===== config.mk =====
export PLATFORM = sky130hd
export DESIGN_NAME = simon_round_engine
export DESIGN_NICKNAME = d
export VERILOG_FILES = /design/src/rtl/simon_pkg.sv /design/src/rtl/simon_round_fn.sv /design/src/rtl/simon_round_engine.sv
export SDC_FILE = /design/constraint.sdc
export NUM_CORES = 1
export LEC_CHECK = 0
export CAP_MARGIN = 10
export CORE_MARGIN = 2
export CORE_UTILIZATION = 35
export DETAILED_ROUTE_END_ITERATION = 6
export GPL_ROUTABILITY_DRIVEN = 0
export GPL_TIMING_DRIVEN = 0
export PLACE_DENSITY_LB_ADDON = 0.2
export SYNTH_ARGS = -nofsm -noshare
export SYNTH_HDL_FRONTEND = slang
export SYNTH_SLANG_ARGS = --single-unit

===== constraint.sdc =====
create_clock -name clk -period 2.6 [get_ports clk]
set_clock_uncertainty 0.2 [all_clocks]
set_input_delay 0.26 -clock clk [delete_from_list [all_inputs] [get_ports clk]]
set_output_delay 0.26 -clock clk [all_outputs]
set_load 0.05 [all_outputs]

===== src/rtl/simon_pkg.sv =====
// Shared definitions for the Simon128/256 round engine: sizes, word/block
// types, the round nonlinearity and the engine state encoding.
package simon_pkg;

  localparam int unsigned SIMON_ROUNDS = 72;
  localparam int unsigned SIMON_WORD_W = 64;
  localparam int unsigned SIMON_KEY_AW = 9;

  typedef logic [SIMON_WORD_W-1:0] simon_word_t;

  // x occupies the upper half of a 128b block, y the lower half
  typedef struct packed {
    simon_word_t x;
    simon_word_t y;
  } simon_block_t;

  typedef enum logic [1:0] {
    ST_IDLE = 2'd0,
    ST_RUN  = 2'd1,
    ST_DONE = 2'd2
  } simon_eng_state_e;

  function automatic simon_word_t rol1(input simon_word_t w);
    return {w[SIMON_WORD_W-2:0], w[SIMON_WORD_W-1]};
  endfunction

  function automatic simon_word_t rol2(input simon_word_t w);
    return {w[SIMON_WORD_W-3:0], w[SIMON_WORD_W-1:SIMON_WORD_W-2]};
  endfunction

  function automatic simon_word_t rol8(input simon_word_t w);
    return {w[SIMON_WORD_W-9:0], w[SIMON_WORD_W-1:SIMON_WORD_W-8]};
  endfunction

  // Simon nonlinearity f(x) = (S1 x & S8 x) ^ S2 x
  function automatic simon_word_t simon_f(input simon_word_t w);
    return (rol1(w) & rol8(w)) ^ rol2(w);
  endfunction

endpackage


===== src/rtl/simon_round_fn.sv =====
// One combinational Simon round: x' = y ^ f(x) ^ k, y' = x.
// Ports: x, y  - current state words
//        k     - round key
//        x_next, y_next - state after the round
module simon_round_fn
  import simon_pkg::*;
(
  input  simon_word_t x,
  input  simon_word_t y,
  input  simon_word_t k,
  output simon_word_t x_next,
  output simon_word_t y_next
);

  assign x_next = y ^ simon_f(x) ^ k;
  assign y_next = x;

endmodule


===== src/rtl/simon_round_engine.sv =====
// Iterative Simon128/256 engine, one round per cycle, keys streamed from the
// key-schedule subkey memory (read latency 2). Decryption swaps the halves,
// runs the encrypt round with keys 71..0 and swaps back.
// Ports: clk, rst (sync, active high)
//        in_valid/in_ready/in_decrypt/in_block - block input handshake
//        key_mem_full, key_compute_start       - key schedule status snoop
//        key_rd_en/key_addr, key_data/key_data_vld - subkey memory port
//        out_valid/out_ready/out_block          - result handshake
//        out_abort                              - pulse when a block is dropped
module simon_round_engine
  import simon_pkg::*;
#(
  parameter int unsigned NUM_ROUNDS = SIMON_ROUNDS,
  parameter int unsigned WORD_W     = SIMON_WORD_W,
  parameter int unsigned KEY_AW     = SIMON_KEY_AW
) (
  input  logic                  clk,
  input  logic                  rst,
  input  logic                  in_valid,
  output logic                  in_ready,
  input  logic                  in_decrypt,
  input  logic [2*WORD_W-1:0]   in_block,
  input  logic                  key_mem_full,
  input  logic                  key_compute_start,
  output logic                  key_rd_en,
  output logic [KEY_AW-1:0]     key_addr,
  input  logic [WORD_W-1:0]     key_data,
  input  logic                  key_data_vld,
  output logic                  out_valid,
  input  logic                  out_ready,
  output logic [2*WORD_W-1:0]   out_block,
  output logic                  out_abort
);

  localparam int unsigned CNT_W = $clog2(NUM_ROUNDS + 1);
  localparam logic [CNT_W-1:0] ROUNDS_C = CNT_W'(NUM_ROUNDS);
  localparam logic [CNT_W-1:0] LAST_IDX = CNT_W'(NUM_ROUNDS - 1);

  simon_eng_state_e state_q, state_d;
  logic             keys_ready_q, keys_ready_d;
  logic             decrypt_q, decrypt_d;
  simon_word_t      x_q, x_d, y_q, y_d;
  logic [CNT_W-1:0] issue_cnt_q, issue_cnt_d;
  logic [CNT_W-1:0] rnd_cnt_q, rnd_cnt_d;
  logic             key_rd_en_q, key_rd_en_d;
  logic [KEY_AW-1:0] key_addr_q, key_addr_d;
  logic             out_valid_q, out_valid_d;
  simon_block_t     out_block_q, out_block_d;
  logic             out_abort_q, out_abort_d;
  simon_word_t      x_nx, y_nx;

  // Subkey index for read number idx: forward for encrypt, reversed for decrypt
  function automatic logic [KEY_AW-1:0] key_index(input logic [CNT_W-1:0] idx,
                                                  input logic dec);
    return dec ? KEY_AW'(LAST_IDX - idx) : KEY_AW'(idx);
  endfunction

  simon_round_fn u_round (
    .x      (x_q),
    .y      (y_q),
    .k      (key_data),
    .x_next (x_nx),
    .y_next (y_nx)
  );

  assign in_ready  = (state_q == ST_IDLE) && keys_ready_q;
  assign key_rd_en = key_rd_en_q;
  assign key_addr  = key_addr_q;
  assign out_valid = out_valid_q;
  assign out_block = out_block_q;
  assign out_abort = out_abort_q;

  // Next-state and next-output logic
  always_comb begin
    state_d      = state_q;
    decrypt_d    = decrypt_q;
    x_d          = x_q;
    y_d          = y_q;
    issue_cnt_d  = issue_cnt_q;
    rnd_cnt_d    = rnd_cnt_q;
    key_rd_en_d  = 1'b0;
    key_addr_d   = key_addr_q;
    out_valid_d  = out_valid_q;
    out_block_d  = out_block_q;
    out_abort_d  = 1'b0;
    keys_ready_d = keys_ready_q;

    // A new key computation invalidates the stored keys, even on a full pulse
    if (key_compute_start) begin
      keys_ready_d = 1'b0;
    end else if (key_mem_full) begin
      keys_ready_d = 1'b1;
    end

    case (state_q)
      ST_IDLE: begin
        if (in_valid && keys_ready_q) begin
          x_d         = in_decrypt ? in_block[WORD_W-1:0] : in_block[2*WORD_W-1:WORD_W];
          y_d         = in_decrypt ? in_block[2*WORD_W-1:WORD_W] : in_block[WORD_W-1:0];
          decrypt_d   = in_decrypt;
          rnd_cnt_d   = '0;
          // First subkey read is launched on the accept edge itself
          key_rd_en_d = 1'b1;
          key_addr_d  = key_index('0, in_decrypt);
          issue_cnt_d = CNT_W'(1);
          state_d     = ST_RUN;
        end
      end

      ST_RUN: begin
        if (key_compute_start) begin
          out_abort_d = 1'b1;
          out_valid_d = 1'b0;
          state_d     = ST_IDLE;
        end else begin
          if (issue_cnt_q < ROUNDS_C) begin
            key_rd_en_d = 1'b1;
            key_addr_d  = key_index(issue_cnt_q, decrypt_q);
            issue_cnt_d = issue_cnt_q + CNT_W'(1);
          end
          if (key_data_vld) begin
            x_d = x_nx;
            y_d = y_nx;
            if (rnd_cnt_q != ROUNDS_C) begin
              rnd_cnt_d = rnd_cnt_q + CNT_W'(1);
            end
            if (rnd_cnt_q == LAST_IDX) begin
              out_valid_d   = 1'b1;
              out_block_d.x = decrypt_q ? y_nx : x_nx;
              out_block_d.y = decrypt_q ? x_nx : y_nx;
              state_d       = ST_DONE;
            end
          end
        end
      end

      ST_DONE: begin
        if (key_compute_start) begin
          out_abort_d = 1'b1;
          out_valid_d = 1'b0;
          state_d     = ST_IDLE;
        end else if (out_ready) begin
          out_valid_d = 1'b0;
          state_d     = ST_IDLE;
        end
      end

      default: begin
        state_d = ST_IDLE;
      end
    endcase
  end

  // State and output registers
  always_ff @(posedge clk) begin
    if (rst) begin
      state_q      <= ST_IDLE;
      keys_ready_q <= 1'b0;
      decrypt_q    <= 1'b0;
      x_q          <= '0;
      y_q          <= '0;
      issue_cnt_q  <= '0;
      rnd_cnt_q    <= '0;
      key_rd_en_q  <= 1'b0;
      key_addr_q   <= '0;
      out_valid_q  <= 1'b0;
      out_block_q  <= '0;
      out_abort_q  <= 1'b0;
    end else begin
      state_q      <= state_d;
      keys_ready_q <= keys_ready_d;
      decrypt_q    <= decrypt_d;
      x_q          <= x_d;
      y_q          <= y_d;
      issue_cnt_q  <= issue_cnt_d;
      rnd_cnt_q    <= rnd_cnt_d;
      key_rd_en_q  <= key_rd_en_d;
      key_addr_q   <= key_addr_d;
      out_valid_q  <= out_valid_d;
      out_block_q  <= out_block_d;
      out_abort_q  <= out_abort_d;
    end
  end

endmodule


# Word level (Yosys, flattened, before mapping)
# Cells that the tools add are included.
[word_totals] out_inout_bits=141 inputBits=200 reg_bits=286
[classes] eq_ne=12 add_sub_neg=3 order_cmp=1 mux=45 n_reduce_logical=15 n_bitwise=6
[op_table] cell="$mux 64" count=10
[op_table] cell="$pmux 64 s2" count=2
[op_table] cell="$xor 64x64->64" count=3
[op_table] cell="$and 64x64->64" count=1
[op_table] cell="$mux 7" count=8
[op_table] cell="$mux 9" count=4
[op_table] cell="$pmux 7 s2" count=2
[op_table] cell="$reduce_and 4->1" count=5
[op_table] cell="$pmux 9 s2" count=1
[op_table] cell="$add 7x1->7 const B" count=2
[op_table] cell="$mux 2" count=6
[op_table] cell="$mux 1" count=9
[op_table] cell="$ne 3x3->1 const B" count=3
[op_table] cell="$ne 2x2->1 const B" count=4
[op_table] cell="$sub 7x7->8 const A" count=1
[op_table] cell="$eq 7x7->1 const B" count=1
[op_table] cell="$lt 7x7->1 const B" count=1
[op_table] cell="$ne 7x7->1 const B" count=1
[op_table] cell="$pmux 2 s3" count=1
[op_table] cell="$reduce_or 2->1" count=3
[op_table] cell="$reduce_and 5->1" count=1
[op_table] cell="$pmux 1 s2" count=2
[op_table] cell="$reduce_bool 2->1" count=2
[op_table] cell="$eq 2x1->1 const B" count=1
[op_table] cell="other kinds (6)" count=8

# Logic depth before layout (Yosys ltp)
[depth] word_depth=7 ltp_mapped=10 ltp_nobuf=6

# Hierarchy
# Synthesis repeated with hierarchy kept, for this count alone.
[hier_totals] hier_cells=1863 hier_area_um2=17315.4
[by_module_without_submodules] module="simon_round_engine" cells_each=1607 seq_area_each_um2=5705.5 area_each_um2=14592.7 instances=1
[by_module_without_submodules] module="simon_round_fn" cells_each=256 seq_area_each_um2=0.0 area_each_um2=2722.6 instances=1

# Worst setup path after synthesis
# No wires, ideal clock.
[synth_path] path_type="reg2reg" startpoint="register state_q[1]" endpoint="register rnd_cnt_q[5]" setup_slack_ns=0.580 path_stages_with_launch=9 required_ns=2.330 t_arrival_ns=1.750 path_buffers=2 cell_sequence="dfxtp_1 > inv_1 > ha_1 > buf_6 > nand2b_4 > buf_6 > a21o_1 > or4_1 > a21oi_1"
[synth_via] elab_chain_len=3
[synth_lines] item="start: declaration" line_no="simon_round_engine.sv:39" rtl="simon_eng_state_e state_q, state_d;"
[synth_lines] item="start signal: assignment" line_no="simon_round_engine.sv:170" rtl="state_q <= state_d;"
[synth_lines] item="$eq 2x1->1 or $logic_not 2->1 (tied branches)" line_no="simon_round_engine.sv:95" rtl="case (state_q)"
[synth_lines] item="$ne 2x2->1 (no source line) (tied with other cells)"
[synth_lines] item="$reduce_and 5->1 (no source line)"
[synth_lines] item="end signal: assignment" line_no="simon_round_engine.sv:176" rtl="rnd_cnt_q <= rnd_cnt_d;"
[synth_lines] item="end: declaration" line_no="simon_round_engine.sv:44" rtl="logic [CNT_W-1:0] rnd_cnt_q, rnd_cnt_d;"
# Several ways; a longest one is shown, not always the timed one.
# A chain may end at the register's enable or synchronous reset.

# Final worst setup path
[layout_path] startpoint="register state_q[1]" endpoint="register y_q[45]"
[layout_via] elab_chain_len=3
[layout_lines] item="$eq 2x1->1 or $logic_not 2->1 (tied branches)" line_no="simon_round_engine.sv:95"
[layout_lines] item="$ne 2x2->1 (no source line) (tied with other cells)"
[layout_lines] item="$reduce_and 4->1 (no source line)"
[layout_lines] item="end signal: assignment" line_no="simon_round_engine.sv:174" rtl="y_q <= y_d;"
[layout_lines] item="end: declaration" line_no="simon_round_engine.sv:42" rtl="simon_word_t x_q, x_d, y_q, y_d;"
# Several ways; a longest one is shown, not always the timed one.

==> results.md <==
- DR pass1 iterations: 5
- Starting Density: 35.4%
- Final Hold Viols: 0
- Reg-to-reg slack, setup: 110 ps
- Ys flop type: dfxtp_1
- Rel. slew slack: 21.9%
- Worst-path fanout max: 10
- Number of antenna-violating nets in the routed design: 0
- Outcome: completed
- Final nets: 2300
- Slowest cell on the critical path: clkbuf_1
- Crit-path cells: inv_1, ha_1, buf_6, nand2b_4, buf_6, a21oi_4, buf_4, clkbuf_1, o21ai_0, a31oi_1
- DRC Markers: 0
- Crit Path Category: reg -> reg
- Minimum hold slack: 132 ps
- Detailed Place HPWL: 50.4 mm
- CP Data Required Time: 2850 ps
- Reg clk slew, reported paths: 60 ps
- Synth warn: 0
- Cell Area, Synth: 16100 sq um
- Unrepaired setup endpoints after global routing: no
- CP dominant cell by count: buf_6
- Die width: 218 um
- First-pass GRT wire length: 97.5 mm
- Grt ovf: 0
- FP Rows: 78
- CP Launch Type: flip-flop
- Peak VDD IR: 0.386 mV
- Final slew viol count: 0
- Worst-margin pin slew: 1170 ps
- Area of the core: 45400 sq um
- Worst reg2reg path startpoint: state_q[1]$_SDFFE_PP0P_
- Final Non-Filler Cells: 2714
- Clk_lat worst skew: 530 ps
- Avg Inst Size Synth: 9.38 sq um
- Most frequent cells in the layout: 337 x clkdlybuf4s50_1, 285 x dfxtp_1, 174 x nand2_1, 142 x mux2i_1
- Die Ht: 218 um
- Cell Pwr Density: 654 nW/um^2
- EDFF count, synth: 0
- Syn Nets: 1921
- Ys async rst share: 0%
- Critical path arrival: 2740 ps
- Routed WL: 67.0 mm
- Vias per std cell: 5.69
- Final WS setup: 110 ps
- Syn-to-layout area delta: 33.8%
- Die ar.: 47600 sq um
- Placed cell count: 2650
- Drt wl/cell: 24.7 um
- Yosys cell types: 56
- Largest net degree at the start of global routing: 12
- Synth Instances: 1712
- Filler instances: 4332
- N_diodes: 0
- Seq/Total Area, Yosys: 35.5%
- Vias in the first global route: 15300
- Post-CTS Hold Buffers: 0
- Hold crit path type: in -> reg
- Crit end category: flip-flop
- CTS sink count: 285
- Tmin final: 2490 ps
- Max-Cap Viols: 0
- Hold path cells: 3
- Max Root-Sink Buffers: 3
- Final TNS setup: 0 ps
- Yosys reg bits: 285
- Most common cell after layout, fill and taps aside: clkdlybuf4s50_1
- Worst path bufs/invs: 5
- Fraction of layout cells with a size suffix above 1: 9.74%
- Hold EP: keys_ready_q$_SDFFE_PP0P_
- Placement Setup Slack: -397 ps
- Hold path start: key_mem_full
- Period utilisation layout: 95.8%
- Leakage: 8.23 nW
- CTS root buffer: clkbuf_16
- CP max stage delay: 400 ps
- Total GRT Usage: 27.1%
- FMAX: 0.402 GHz
- CTS Buf Count: 37
- R2R Path End: y_q[45]$_SDFFE_PP0P_
- Buffers on Ports: 338
- Worst Reg-to-Reg Cells: 10
- Vias: 15400
- Initial antenna violation count: 2
- # setup viols final: 0
- CP delay by family, top: buffers and inverters
- CTS tree: yes
- Max H-tree Level: 2
- DR iter-0 viols: 1104
- Io pins: 341
==> timing repair <==
| action | CTS | global route |
|---|---|---|
| endpoints found under the setup margin | 207 | 106 |
| buffers inserted | 0 | 2 |
| gates resized for setup | 23 | 23 |
| pin swaps | 0 | 1 |
==> tightest hold or removal path: stages <==
cell and delay [ps]:
clkdlybuf4s50_1 400, nor2_1 100, nor3_1 50
==> state kept, by name, indices dropped and copies added (netlist names) <==
| signal | count |
|---|---|
| key_addr | 8 |
| keys_ready_q | 1 |
| out_abort | 1 |
| out_valid | 1 |
| x_q | 64 |
| state_q | 2 |
| y_q | 64 |
| out_block | 128 |
| issue_cnt_q | 7 |
| key_rd_en | 1 |
| rnd_cnt_q | 7 |
| decrypt_q | 1 |
==> synth_stat cells (all sizes together), types with 3 or more instances <==
cell / number / area share [%]
o211ai: 94 / 6.3
buf: 61 / 2.2
xnor2: 96 / 5.2
a31oi: 42 / 1.6
ha: 9 / 0.70
nor2: 71 / 1.7
nand2: 175 / 4.1
nand3: 4 / 0.16
nor2b: 4 / 0.16
nand4: 4 / 0.16
a221o: 27 / 1.7
nand2b: 12 / 0.51
o31ai: 3 / 0.14
a211o: 34 / 1.9
dfxtp: 285 / 36
or3: 9 / 0.35
mux2i: 142 / 8.9
o221ai: 59 / 3.2
or4: 33 / 1.5
nand4b: 65 / 3.5
a21boi: 3 / 0.16
clkbuf: 103 / 2.4
o21ai: 54 / 1.7
nand3b: 96 / 4.5
inv: 47 / 1.1
xor2: 33 / 1.8
xnor3: 34 / 4.8
a21oi: 91 / 2.9
==> where the power goes <==
group          switching [mW]  internal (mW)  total (mW)
registers               0.417           4.76        5.17
logic                    2.22           1.45        3.66
clock network            2.04           3.18        5.21
==> cell families after synthesis <==
logic type / Yosys count / share of synthesized area, %
muxes: 142 / 8.85
DFF: 285 / 35.5
and+or+nand+nor: 486 / 17.4
xor gates and xnor gates: 163 / 11.8
adders and majority gates: 9 / 0.701
AOI/OAI and AO/OA: 416 / 20.0
buffers and inverters: 211 / 5.72
==> per-layer routing <==
metal | global-route usage [%] | vias to the layer above | part of all wire, %
met2 | 44.8 | 758 | 46
met4 | 9.43 | 4 | 3.6
li1 | - | 7058 | -
met5 | 0 | - | 0.049
met3 | 4.01 | 142 | 7.8
met1 | 35.8 | 7480 | 42
==> metrics by stage <==
stage	util [%]	power (mW)	cell area, sq um
after global placement	44.5	8.76	20200
after detailed placement	44.5	8.81	20200
after CTS	47.3	14.0	21500
final	47.4	14.0	21500
after floorplan	-	7.39	16100
after global routing	47.4	14.5	21500
==> layout make-up <==
type	instances	area [sq um]	area share, %
well taps	600	751	3.49
plain buffers	164	786	3.66
inverters	47	176	0.821
clock inverters	6	83.8	0.390
repair buffers	340	3400	15.8
clock buffers	56	1130	5.26
multi-input cells	1216	9460	44.0
flip-flops and latches	285	5710	26.6
==> how the worst max path moves through the flow <==
stage,depth (start not counted),startpoint,to,slack (ps)
floorplan,8,state_q[1]$_SDFFE_PP0P_,rnd_cnt_q[5]$_SDFFE_PP0P_,580
global placement,6,in_valid,x_q[36]$_SDFFE_PP0P_,-380
detailed placement,6,in_valid,x_q[42]$_SDFFE_PP0P_,-400
CTS,9,state_q[1]$_SDFFE_PP0P_,out_block[82]$_SDFFE_PP0P_,9
global route,9,state_q[1]$_SDFFE_PP0P_,out_block[46]$_SDFFE_PP0P_,9
finish,10,state_q[1]$_SDFFE_PP0P_,y_q[45]$_SDFFE_PP0P_,110
(Power assumes the default switching activity.)
